`src/rtl/oam_dma_engine.sv`:
```
// oam_dma_engine: copies LENGTH bytes from a CPU-selected page into OAM, arbitrating the CPU off the system bus while it runs.
// CPU reads of the page register and of blocked addresses are answered locally; HRAM stays CPU-private throughout.
module oam_dma_engine #(
  parameter int          LENGTH      = 160,
  parameter int          BYTE_CYCLES = 4,
  parameter int          START_DELAY = 4,
  parameter logic [15:0] REG_ADDR    = 16'hFF46,
  parameter logic [15:0] HRAM_LO     = 16'hFF80,
  parameter logic [15:0] HRAM_HI     = 16'hFFFE
) (
  input  logic        clk,
  input  logic        reset_n,
  input  logic [15:0] cpu_addr,
  input  logic        cpu_enable,
  input  logic        cpu_write,
  input  logic [7:0]  cpu_data_out,
  output logic [7:0]  cpu_data_in,
  output logic [15:0] bus_addr,
  output logic        bus_enable,
  output logic        bus_write,
  output logic [7:0]  bus_data_out,
  input  logic [7:0]  bus_data_in,
  output logic        hram_enable,
  output logic [7:0]  oam_addr,
  output logic        oam_write,
  output logic [7:0]  oam_data,
  output logic        dma_active
);
  localparam int IW = LENGTH > 1 ? $clog2(LENGTH) : 1;
  localparam int PW = $clog2(BYTE_CYCLES);
  localparam int DW = $clog2(START_DELAY + 1);
  localparam logic [IW-1:0] I_LAST = IW'(LENGTH - 1);
  localparam logic [PW-1:0] P_LAST = PW'(BYTE_CYCLES - 1);
  localparam logic [DW-1:0] D_LAST = DW'(START_DELAY - 1);
  localparam logic [1:0] SEL_BUS = 2'd0, SEL_REG = 2'd1, SEL_BLK = 2'd2;

  typedef enum logic [1:0] {IDLE, DELAY, XFER} state_t;

  state_t          r_state;
  logic [7:0]      r_src;
  logic [IW-1:0]   r_idx;
  logic [PW-1:0]   r_ph;
  logic [DW-1:0]   r_dly;
  logic [1:0]      r_sel;

  logic       w_is_reg, w_is_hram, w_xfer, w_reg_wr, w_pass, w_dma_rd;
  logic [7:0] w_page;

  assign w_is_reg  = cpu_addr == REG_ADDR;
  assign w_is_hram = cpu_addr >= HRAM_LO && cpu_addr <= HRAM_HI;
  assign w_xfer    = r_state == XFER;
  assign w_reg_wr  = cpu_enable & cpu_write & w_is_reg;
  assign w_pass    = ~w_xfer & ~w_is_reg & ~w_is_hram;
  assign w_dma_rd  = w_xfer & (r_ph == '0);
  // Pages E0..FF alias the echo region back onto C0..DF.
  assign w_page    = r_src >= 8'hE0 ? r_src - 8'h20 : r_src;

  always_ff @(posedge clk or negedge reset_n) begin
    if (!reset_n) begin
      r_state <= IDLE;
      r_src   <= 8'hFF;
      r_idx   <= '0;
      r_ph    <= '0;
      r_dly   <= '0;
      r_sel   <= SEL_BUS;
    end else begin
      r_sel <= w_is_reg ? SEL_REG : (w_xfer && !w_is_hram) ? SEL_BLK : SEL_BUS;
      if (w_reg_wr) begin
        r_src   <= cpu_data_out;
        r_state <= DELAY;
        r_idx   <= '0;
        r_ph    <= '0;
        r_dly   <= '0;
      end else if (r_state == DELAY) begin
        if (r_dly == D_LAST) r_state <= XFER;
        r_dly <= r_dly + 1'b1;
      end else if (w_xfer) begin
        r_ph <= r_ph == P_LAST ? '0 : r_ph + 1'b1;
        if (r_ph == P_LAST) begin
          if (r_idx == I_LAST) r_state <= IDLE;
          else r_idx <= r_idx + 1'b1;
        end
      end
    end
  end

  always_comb begin
    bus_addr     = w_dma_rd ? {w_page, 8'h00} + 16'(r_idx) : w_pass ? cpu_addr : 16'h0000;
    bus_enable   = w_dma_rd | (w_pass & cpu_enable);
    bus_write    = w_pass & cpu_write;
    bus_data_out = w_pass ? cpu_data_out : 8'h00;
    hram_enable  = w_is_hram & cpu_enable;
    oam_write    = w_xfer & (r_ph == PW'(1));
    oam_addr     = oam_write ? 8'(r_idx) : 8'h00;
    oam_data     = oam_write ? bus_data_in : 8'h00;
    dma_active   = w_xfer;
    cpu_data_in  = r_sel == SEL_REG ? r_src : r_sel == SEL_BLK ? 8'hFF : bus_data_in;
  end
endmodule

```
`config.mk`:
```
export PLATFORM = sky130hd
export DESIGN_NAME = oam_dma_engine
export DESIGN_NICKNAME = d
export VERILOG_FILES = /design/src/rtl/oam_dma_engine.sv
export SDC_FILE = /design/constraint.sdc
export NUM_CORES = 1
export LEC_CHECK = 0
export CAP_MARGIN = 10
export CORE_UTILIZATION = 38
export DETAILED_ROUTE_END_ITERATION = 12
export MAX_ROUTING_LAYER = met4
export PLACE_DENSITY_LB_ADDON = 0.1
export SLEW_MARGIN = 15
export SYNTH_ARGS = -nofsm -noshare
export SYNTH_HDL_FRONTEND = slang
export SYNTH_SLANG_ARGS = --single-unit
```
`constraint.sdc`:
```
create_clock -name clk -period 1.7 [get_ports clk]
set_input_delay 0.17 -clock clk [delete_from_list [all_inputs] [get_ports clk]]
set_output_delay 0.17 -clock clk [all_outputs]
set_load 0.02 [all_outputs]
```
==> flow_metrics.tcl <==
set metrics [dict create \
    slew_headroom 0.769 \
    antenna_found_initial 0 \
    grt_pass1_vias 2292 \
    startpoint_type "primary input" \
    synth_most_common_cell "nor2_1" \
    tns_ns -3.88 \
    yosys.area.top_type "dfrtp_1" \
    dr_total_vias 2354 \
    synth-edff-count 0 \
    grt_max_degree 26 \
    cts_hold_buf 0 \
    place_ws_ns -1.04 \
    p_int_mw 1.14 \
    min_period_ns 1.94 \
    end_kind "primary output" \
    drive_gt1_frac 0.499 \
    yosysUniqueCellTypes 44 \
    final-max-slew-violation-count 0 \
    p_sw_frac 0.360 \
    crit_arrival_ns 1.77 \
    pin_count 89 \
    grt_use_total 0.284 \
    yosysSeqAreaShare 0.329 \
    post_drt_wl_per_cell_um 17.7 \
    syn-cell-area_sq_um 1930 \
    cts_buffers 3 \
    max_freq_mhz 515 \
    critPathKind "primary input to primary output" \
    synth.area.top_cells "dfrtp_1 22%, dfstp_2 11%, nor2_1 7.4%, nor3_1 6.0%, and3_1 5.5%" \
    final_hold_viol_count 0 \
    fin_util 0.775 \
    synthArstFlopShare 1.00 \
    post_dp_cell_area_sq_um 3260 \
    finalSetupViolCount 26 \
    pwr-share-seq 0.423 \
    wl_mm 7.72 \
    path_clk_slew_ns 0.11 \
    io_buffers 88 \
    insertion_delay_ns 0.28 \
    crit_required_ns 1.53 \
    switchingPower_uw 639 \
    outcome "complete, but fails checks" \
    synth_top_area_share 0.220 \
    dpl.hpwl_mm 4.86 \
    diodes 0 \
    place_congestion 0.883 \
    rsz0062_at_grt "true" \
    first_iter_violations 220 \
    cts-root-buf "clkbuf_8" \
    vias_per_cell 5.40 \
    grt_pass1_wl_mm 11.3 \
    die_area_sq_um 5370 \
    final.setup.worst_slack_ns -0.242 \
    cts.sinks 25 \
    final_nets 413 \
    power.leakage_nw 1.66 \
    synth.avg_cell_area_sq_um 8.04 \
    hold_class "primary input to async pin" \
    row_count 25 \
    cts_buffer_depth 2 \
    failed_checks "negative setup slack" \
    htree_num_levels 1 \
    crit_fanout 6 \
    maxCapViolCount 0 \
    skew_ns 0.00761 \
    cts_tree "built" \
    synthFlopType "dfrtp_1" \
    ant_nets 0 \
    synth_cells 240 \
    core_area_sq_um 4820 \
    drcViolationCount 0 \
    firstDrtPassIters 4 \
    fin_area_sq_um 3730 \
    start_util 0.401 \
    combPwrFrac 0.350 \
    ys_warn_count 0 \
    die_h_um 73.3 \
    synthToLayoutAreaGrowth_pct 93.5 \
    die_w_um 73.3 \
    timing.final.crit_share 1.14 \
    synth_nets 283 \
    p_clk_frac 0.227 \
    worst_slew_pin_slew_ns 0.347 \
    pwr_density_cell_nw_per_um2 476 \
    grt_overflow_total 0 \
    synth-seq-cells 25 \
    irDropWorstVdd_uv 352 \
    synth_common_cells "38 x nor2_1, 23 x nor3_1, 21 x a21oi_1" \
]
==> sequential cells by signal (all words and copies together), names as in the netlist <==
register and count:
r_dly 3, r_idx 8, r_ph 2, r_sel 2
r_src 8, r_state 2
==> cells in the final DEF, fill, tap and decap left out, types with 8 or more instances in the layout <==
cell type / n
mux2_4: 8
nor2_1: 29
nand2_1: 19
nor3_4: 10
buf_4: 48
a21oi_1: 20
clkdlybuf4s50_1: 20
dfrtp_1: 17
and3_1: 8
dlygate4sd2_1: 11
buf_6: 35
and3_4: 9
dfstp_2: 8
==> power groups by stage <==
stage	clock network [mW]	logic [mW]	registers [mW]
3_3_place_gp	0	0.581	0.752
2_1_floorplan	0	0.305	0.727
4_1_cts	0.408	0.582	0.742
6_report	0.403	0.622	0.752
3_5_place_dp	0	0.592	0.752
5_1_grt	0.434	0.671	0.759
==> per-stage QoR <==
step                total power, mW  hold WS (ns)  instances
floorplan                      1.03        -0.126        240
global placement               1.33         0.508        417
detailed placement             1.34         0.517        417
CTS                            1.73         0.250        434
global route                   1.86         0.273        436
finish                         1.78         0.243        436
==> cells by family (layout without fill, tap and decap cells) <==
kind of cell | after synthesis | count (layout) | synth area share
buf+inv | 24 | 153 | 0.0603
compound gates | 40 | 40 | 0.127
mux | 14 | 14 | 0.0856
xor+xnor | 6 | 6 | 0.0272
flops | 25 | 25 | 0.329
simple gates | 124 | 124 | 0.325
fa+ha+maj | 7 | 7 | 0.0454
==> final timing paths <==
kind                                   from           end  slack, ns  cells past startpoint
worst min-delay path                reset_n      r_dly[0]       0.24                      2
max in group asynchronous           reset_n      r_src[2]       1.14                      2
worst min register to register     r_dly[2]      r_dly[2]       0.53                      2
worst max-delay path            cpu_addr[0]  bus_addr[12]      -0.24                      7
worst max register to register      r_ph[1]      r_idx[5]       0.03                      7
min in group clk                cpu_addr[0]      r_sel[0]       0.32                      4
==> layer usage <==
| metal | vias up | routed length, um | track usage |
|---|---|---|---|
| met2 | 87 | 3880 | 0.471 |
| met5 | - | 0 | - |
| met1 | 1149 | 3280 | 0.381 |
| met4 | 0 | 91 | 0.0545 |
| li1 | 1108 | - | - |
| met3 | 10 | 471 | 0.0274 |
==> critical path: stages <==
cell	delay, ns
buf_6	0.09
or4_4	0.55
or2_4	0.28
a211oi_4	0.25
buf_6	0.20
nor3_2	0.06
buf_4	0.16
==> final cells by class <==
type | instances | area (sq um)
clock buffers | 3 | 41.3
clock inverters | 1 | 8.76
fillers | 347 | 1080
inverters | 7 | 33.8
multi-input cells | 191 | 1550
flip-flops and latches | 25 | 636
well taps | 67 | 83.8
repair buffers | 142 | 1380
==> what timing repair did <==
item | CTS | global route
pin swaps | 17 | 15
gates resized for setup | 287 | 89
gates cloned | 3 | 2
setup buffers | 10 | 5
endpoints found under the setup margin | 77 | 68
(Power assumes the default switching activity.)
